===== src/rtl/pipe_interlock_ctrl_pkg.sv =====
// Shared definitions for the pipeline interlock controller.
//   fwd_sel_e      : EX operand source select encoding (reg file / WB / EX-MEM)
//   stage_flags_t  : per-stage metadata flags carried alongside the dst/src indices
//   mc_state_e     : multi-cycle counter state
package pipe_interlock_ctrl_pkg;

  typedef enum logic [1:0] {
    FWD_RF  = 2'b00,
    FWD_WB  = 2'b01,
    FWD_MEM = 2'b10
  } fwd_sel_e;

  // Stage metadata layout; register indices live in parallel AW-wide registers
  // in the top level because the package is width-agnostic.
  typedef struct packed {
    logic vld;
    logic wr;
    logic ld;
    logic mc;
  } stage_flags_t;

  localparam stage_flags_t STAGE_EMPTY = '0;

  typedef enum logic {
    MC_IDLE = 1'b0,
    MC_RUN  = 1'b1
  } mc_state_e;

endpackage


===== src/rtl/pipe_interlock_ctrl_mc_counter.sv =====
// Multi-cycle op latency counter.
//   clk, reset : clock, synchronous active-high reset
//   start_i    : load the counter with MC_LAT-1 (only honoured while idle)
//   idle_o     : no op in progress
//   done_o     : final cycle of the op (counter reached zero)
module pipe_interlock_ctrl_mc_counter
  import pipe_interlock_ctrl_pkg::*;
#(
  parameter int unsigned MC_LAT = 8
) (
  input  logic clk,
  input  logic reset,
  input  logic start_i,
  output logic idle_o,
  output logic done_o
);

  localparam int unsigned CW = (MC_LAT > 1) ? $clog2(MC_LAT) : 1;
  localparam logic [CW-1:0] LOAD_VAL = CW'(MC_LAT - 1);

  mc_state_e     state_q, state_d;
  logic [CW-1:0] cnt_q, cnt_d;

  always_ff @(posedge clk) begin
    if (reset) begin
      state_q <= MC_IDLE;
      cnt_q   <= '0;
    end else begin
      state_q <= state_d;
      cnt_q   <= cnt_d;
    end
  end

  always_comb begin
    state_d = state_q;
    cnt_d   = cnt_q;
    if (state_q == MC_IDLE) begin
      if (start_i) begin
        state_d = MC_RUN;
        cnt_d   = LOAD_VAL;
      end
    end else begin
      if (cnt_q == '0) begin
        state_d = MC_IDLE;
      end else begin
        cnt_d = cnt_q - CW'(1);
      end
    end
  end

  always_comb begin
    idle_o = (state_q == MC_IDLE);
    done_o = (state_q == MC_RUN) && (cnt_q == '0);
  end

endmodule


===== src/rtl/pipe_interlock_ctrl.sv =====
// Central stall/flush/forward controller for the 5-stage pipeline.
// Tracks metadata for ID/EX (S2), EX/MEM (S3), MEM/WB (S4) and drives:
//   pc_en, ifid_en, ifid_flush        : front-end enables / wrong-path squash
//   idex_en, idex_bubble              : ID/EX enable / bubble insert
//   exmem_en, exmem_bubble, memwb_en  : back-end enables / bubble insert
//   fwd_a_sel, fwd_b_sel              : EX operand forward selects
//   mc_start, mc_busy                 : multi-cycle unit control/status
// Inputs describe the instruction in IF/ID (id_*); fetch_vld is accepted for
// interface compatibility and does not affect any decision.
module pipe_interlock_ctrl
  import pipe_interlock_ctrl_pkg::*;
#(
  parameter int unsigned AW         = 5,
  parameter int unsigned MC_LAT     = 8,
  parameter int unsigned DELAY_SLOT = 1,
  parameter int unsigned R0_ZERO    = 1
) (
  input  logic          clk,
  input  logic          reset,
  input  logic          fetch_vld,
  input  logic          id_vld,
  input  logic [AW-1:0] id_rs,
  input  logic          id_rs_use,
  input  logic [AW-1:0] id_rs2,
  input  logic          id_rs2_use,
  input  logic [AW-1:0] id_dst,
  input  logic          id_wr,
  input  logic          id_ld,
  input  logic          id_br,
  input  logic          id_redirect,
  input  logic          id_mc,
  output logic          pc_en,
  output logic          ifid_en,
  output logic          ifid_flush,
  output logic          idex_en,
  output logic          idex_bubble,
  output logic          exmem_en,
  output logic          exmem_bubble,
  output logic          memwb_en,
  output logic [1:0]    fwd_a_sel,
  output logic [1:0]    fwd_b_sel,
  output logic          mc_start,
  output logic          mc_busy
);

  stage_flags_t  s2_q, s2_d, s3_q, s3_d, s4_q, s4_d;
  logic [AW-1:0] s2_dst_q, s2_dst_d, s2_rs_q, s2_rs_d, s2_rs2_q, s2_rs2_d;
  logic [AW-1:0] s3_dst_q, s3_dst_d, s4_dst_q, s4_dst_d;

  logic mc_idle, mc_done, mc_start_w, freeze;
  logic hz_rs_s2, hz_rs2_s2, hz_rs_s3ld, hz_rs2_s3ld;
  logic lduse, brstall, stall, redirect;

  // A stage produces a value for index x if it holds a valid register writer
  // targeting x; index 0 is excluded when it is hardwired to zero.
  function automatic logic match(input stage_flags_t f, input logic [AW-1:0] dst,
                                 input logic [AW-1:0] x);
    return f.vld && f.wr && (dst == x) && !((R0_ZERO != 0) && (x == '0));
  endfunction

  pipe_interlock_ctrl_mc_counter #(
    .MC_LAT(MC_LAT)
  ) u_mc_counter (
    .clk    (clk),
    .reset  (reset),
    .start_i(mc_start_w),
    .idle_o (mc_idle),
    .done_o (mc_done)
  );

  // The freeze covers the start cycle plus every running cycle except the
  // last (done), giving exactly MC_LAT frozen cycles.
  always_comb begin
    mc_start_w = !reset && mc_idle && s2_q.vld && s2_q.mc;
    freeze     = mc_start_w || (!reset && !mc_idle && !mc_done);
    mc_start   = mc_start_w;
    mc_busy    = freeze;
  end

  always_comb begin
    hz_rs_s2    = id_rs_use  && match(s2_q, s2_dst_q, id_rs);
    hz_rs2_s2   = id_rs2_use && match(s2_q, s2_dst_q, id_rs2);
    hz_rs_s3ld  = id_rs_use  && match(s3_q, s3_dst_q, id_rs)  && s3_q.ld;
    hz_rs2_s3ld = id_rs2_use && match(s3_q, s3_dst_q, id_rs2) && s3_q.ld;
    lduse       = id_vld && (hz_rs_s2 || hz_rs2_s2) && s2_q.ld;
    // Branches resolve in ID, so any in-flight writer in EX and a load in MEM
    // cannot yet be forwarded to them.
    brstall     = id_vld && id_br && (hz_rs_s2 || hz_rs2_s2 || hz_rs_s3ld || hz_rs2_s3ld);
    stall       = lduse || brstall;
    redirect    = id_vld && id_redirect;
  end

  always_comb begin
    pc_en        = 1'b1;
    ifid_en      = 1'b1;
    ifid_flush   = 1'b0;
    idex_en      = 1'b1;
    idex_bubble  = 1'b0;
    exmem_en     = 1'b1;
    exmem_bubble = 1'b0;
    memwb_en     = 1'b1;
    if (!reset) begin
      if (freeze) begin
        // Front end holds while older ops drain past EX.
        pc_en        = 1'b0;
        ifid_en      = 1'b0;
        idex_en      = 1'b0;
        exmem_bubble = 1'b1;
      end else if (stall) begin
        pc_en       = 1'b0;
        ifid_en     = 1'b0;
        idex_bubble = 1'b1;
      end else if (redirect) begin
        ifid_flush = (DELAY_SLOT == 0);
      end
    end
  end

  always_comb begin
    fwd_a_sel = FWD_RF;
    fwd_b_sel = FWD_RF;
    if (!reset && s2_q.vld) begin
      if (match(s3_q, s3_dst_q, s2_rs_q)) begin
        fwd_a_sel = FWD_MEM;
      end else if (match(s4_q, s4_dst_q, s2_rs_q)) begin
        fwd_a_sel = FWD_WB;
      end
      if (match(s3_q, s3_dst_q, s2_rs2_q)) begin
        fwd_b_sel = FWD_MEM;
      end else if (match(s4_q, s4_dst_q, s2_rs2_q)) begin
        fwd_b_sel = FWD_WB;
      end
    end
  end

  always_comb begin
    s2_d     = s2_q;
    s2_dst_d = s2_dst_q;
    s2_rs_d  = s2_rs_q;
    s2_rs2_d = s2_rs2_q;
    s3_d     = s3_q;
    s3_dst_d = s3_dst_q;
    s4_d     = s4_q;
    s4_dst_d = s4_dst_q;
    if (idex_en) begin
      s2_d.vld = id_vld && !idex_bubble;
      s2_d.wr  = id_wr;
      s2_d.ld  = id_ld;
      s2_d.mc  = id_mc;
      s2_dst_d = id_dst;
      s2_rs_d  = id_rs;
      s2_rs2_d = id_rs2;
    end
    if (exmem_en) begin
      s3_d     = s2_q;
      s3_d.vld = s2_q.vld && !exmem_bubble;
      s3_dst_d = s2_dst_q;
    end
    if (memwb_en) begin
      s4_d     = s3_q;
      s4_dst_d = s3_dst_q;
    end
  end

  always_ff @(posedge clk) begin
    if (reset) begin
      s2_q     <= STAGE_EMPTY;
      s3_q     <= STAGE_EMPTY;
      s4_q     <= STAGE_EMPTY;
      s2_dst_q <= '0;
      s2_rs_q  <= '0;
      s2_rs2_q <= '0;
      s3_dst_q <= '0;
      s4_dst_q <= '0;
    end else begin
      s2_q     <= s2_d;
      s3_q     <= s3_d;
      s4_q     <= s4_d;
      s2_dst_q <= s2_dst_d;
      s2_rs_q  <= s2_rs_d;
      s2_rs2_q <= s2_rs2_d;
      s3_dst_q <= s3_dst_d;
      s4_dst_q <= s4_dst_d;
    end
  end

  logic unused_sigs;
  assign unused_sigs = ^{fetch_vld, s3_q.mc, s4_q.ld, s4_q.mc};

endmodule


===== config.mk =====
export PLATFORM = sky130hd
export DESIGN_NAME = pipe_interlock_ctrl
export DESIGN_NICKNAME = d
export VERILOG_FILES = /design/src/rtl/pipe_interlock_ctrl_pkg.sv /design/src/rtl/pipe_interlock_ctrl_mc_counter.sv /design/src/rtl/pipe_interlock_ctrl.sv
export SDC_FILE = /design/constraint.sdc
export NUM_CORES = 1
export LEC_CHECK = 0
export CAP_MARGIN = 20
export CORE_UTILIZATION = 46
export CTS_BUF_LIST = sky130_fd_sc_hd__clkbuf_4 sky130_fd_sc_hd__clkbuf_8 sky130_fd_sc_hd__clkbuf_16
export CTS_CLUSTER_SIZE = 10
export DETAILED_ROUTE_END_ITERATION = 16
export GPL_TIMING_DRIVEN = 0
export PLACE_DENSITY = 0.72
export SLEW_MARGIN = 40
export SYNTH_ARGS = -nofsm -noshare
export SYNTH_HDL_FRONTEND = slang
export SYNTH_SLANG_ARGS = --single-unit

===== constraint.sdc =====
create_clock -name clk -period 1.55 [get_ports clk]
set_input_delay 0.155 -clock clk [delete_from_list [all_inputs] [get_ports clk]]
set_output_delay 0.155 -clock clk [all_outputs]
set_load 0.05 [all_outputs]

==> impl_metrics.json <==
{
  "die_h_um": 68.9,
  "synth_top_family_by_area": "simple AND/OR/NAND/NOR gates",
  "grt_pass1_wl_mm": 8.18,
  "ctsHoldBuffers": 0,
  "worst-path-max-fanout": 4,
  "ant_nets": 0,
  "endpoint_kind": "output port",
  "clock_latency_ns": 0.30,
  "pre_cts_slack_ns": -1.29,
  "seq_area_frac_synth_pct": 37.0,
  "setup_viol": 11,
  "max_slew_margin_pct": 57.7,
  "clock_path_buffers": 2,
  "hp-class": "in -> reg",
  "clk_pin_slew_worst_paths_ns": 0.08,
  "numCtsBuffers": 5,
  "fin_skew_ns": 0.00653,
  "grt_overflow_total": 0,
  "start_util_pct": 49.6,
  "finalCriticalPeriod_ns": 2.05,
  "drt-vias-per-instance": 5.28,
  "yosys_warnings": 0,
  "die-width_um": 68.9,
  "drt_iter0_drc": 83,
  "layout.nets": 336,
  "synth-compound-area-share_pct": 10.7,
  "diodes": 0,
  "rsz0062_at_grt": "yes",
  "hold_viol": 0,
  "layoutNonFillerInstCount": 357,
  "finalWirelength_mm": 5.63,
  "drive_gt1_share_pct": 33.9,
  "syn_avg_cell_area_um2": 8.39,
  "synthAdderAreaFrac_pct": 1.22,
  "via_count": 1886,
  "htreeDepth": 2,
  "cts_tree": "done",
  "synth-xor-area-share_pct": 17.9,
  "synth_mux_area_share_pct": 0.487,
  "hpwl_mm": 3.60,
  "placed_cell_area_um2": 2540,
  "first_pass_iters": 4,
  "gp_congestion": 0.849,
  "status": "finished, violations left",
  "maxCapViolCount": 0,
  "crit_type": "reg -> out",
  "mostFrequentLayoutCells": "39 x nand2_1, 31 x xor2_1, 29 x dfxtp_1",
  "finalMaxSlewViolations": 0,
  "vdd_ir_drop_max_mv": 0.431,
  "crit_required_ns": 1.39,
  "worstHoldPathCells": 3,
  "postLayoutCoreUtil_pct": 74.4,
  "rows": 23,
  "grt_pass1_vias": 1748,
  "clkSinkCount": 38,
  "routedWlPerCell_um": 15.8,
  "setup_slack_ns": -0.496,
  "syn_to_final_growth_pct": 50.0,
  "final_common_cell": "nand2_1",
  "p_leak_nw": 1.37,
  "rr_worst_depth": 6,
  "io_buffers": 34,
  "yosys.area_share.simple_pct": 25.9,
  "syn_area_um2": 2060,
  "route.detailed.drc": 0,
  "grt_max_degree": 11,
  "antenna_found_initial": 0,
  "io_pins": 40,
  "cp.arrival_ns": 1.89,
  "p_per_area_nw_per_um2": 714,
  "grtUsageTotal_pct": 24.6,
  "async_reset_ff_share_pct": 0,
  "ys_ff_latch": 38,
  "dp.cells": 330,
  "yosysUniqueCellTypes": 35,
  "core_um2": 4140,
  "hold-worst-slack_ns": 0.216,
  "fillers": 296,
  "violations": "setup timing",
  "worst_slew_pin_slew_ns": 0.634,
  "finalCritPeriodShare_pct": 132,
  "synth_edf_count": 0,
  "start_kind": "register",
  "max_freq_mhz": 489,
  "synthesis.instances": 245,
  "design_area_um2": 3080,
  "synth_flop_cell": "dfxtp_1",
  "die-area_um2": 4740,
  "cts_root_buf": "clkbuf_8"
}
-- stage by stage --
stage	TNS (ns)	power [mW]
after detailed placement	-17.89	1.44
after floorplan	-0.453	1.31
after CTS	-2.60	2.14
final	-3.21	2.20
after global placement	-16.89	1.44
after global routing	-4.18	2.27
-- logic make-up (layout without fill, tap and decap cells) --
logic type,Yosys count,in the layout
buffers and inverters,21,82
XOR/XNOR,42,42
adder cells (fa/ha/maj),2,2
multiplexers,1,1
AND/OR/NAND/NOR,107,107
AO/OA/AOI/OAI,32,32
other,2,3
flip-flops,38,38
-- synth_stat cells, types with 2 or more instances --
master	instances	area [um^2]
nand2_1	40	150
dfxtp_1	38	761
xor2_1	36	315
a21oi_1	21	105
nor2_1	16	60.1
nor2b_1	15	93.8
nor3_1	11	55.1
nor4_1	11	68.8
buf_2	9	45.0
xnor2_1	6	52.6
buf_4	4	30.0
nand3_1	4	20.0
a22oi_1	3	22.5
clkbuf_1	3	11.3
inv_1	3	11.3
conb_1	2	7.51
ha_1	2	25.0
nand2b_1	2	12.5
nand4b_1	2	17.5
o21ai_2	2	17.5
-- report_power, final --
group          internal (mW)  total, mW  switching, mW
Combinational          0.208      0.434          0.226
Clock                  0.343      0.688          0.345
Sequential              1.02       1.08         0.0566
Total                   1.57       2.20          0.627
-- worst paths after layout --
check	slack [ns]	to	startpoint
worst max-delay path	-0.50	pc_en	s2_q[2]$_SDFFE_PP0N_
worst min-delay path	0.22	s2_rs2_q[2]$_SDFFE_PP0N_	id_rs2[2]
worst max register to register	-0.05	s2_q[3]$_SDFFE_PP0N_	s2_q[2]$_SDFFE_PP0N_
worst min register to register	0.49	s2_q[1]$_SDFFE_PP0N_	s2_q[1]$_SDFFE_PP0N_
-- area by class of cell --
class / count / area [um^2] / area share [%]
clock buffer: 6 / 82.6 / 2.68
buffer: 14 / 134 / 4.34
timing repair buffer: 58 / 571 / 18.5
sequential: 38 / 777 / 25.2
inverter: 4 / 22.5 / 0.730
tap: 50 / 62.6 / 2.03
multi-input combinational: 187 / 1440 / 46.5
-- timing repair --
item                       CTS  global route
setup endpoints to repair   31            29
resized for setup          108            46
pin swaps                   24            21
buffers inserted            10            14
-- critical path, cell delays in order, from the launching register on --
cell and delay (ns):
dfxtp_1 0.36, nand4b_1 0.27, nor4_2 0.28, a22oi_2 0.13
o22ai_4 0.25, nor2_4 0.05, buf_6 0.11, buf_8 0.14
-- per-layer routing --
layer | track usage, % | share of wire, % | vias to the layer above
li1 | - | - | 927
met1 | 28.5 | 42 | 899
met2 | 43.6 | 52 | 47
met4 | 12.0 | 2.8 | 0
met5 | 0 | 0 | -
met3 | 4.11 | 3.5 | 13
-- registers in the layout, indices dropped and copies added (netlist names) --
register,count
s2_q,4
u_mc_counter.cnt_q,3
s2_dst_q,5
s4_dst_q,5
s3_q,3
s4_q,2
s3_dst_q,5
u_mc_counter.state_q,1
s2_rs2_q,5
s2_rs_q,5
No activity file was read; power rests on OpenSTA's default activity.
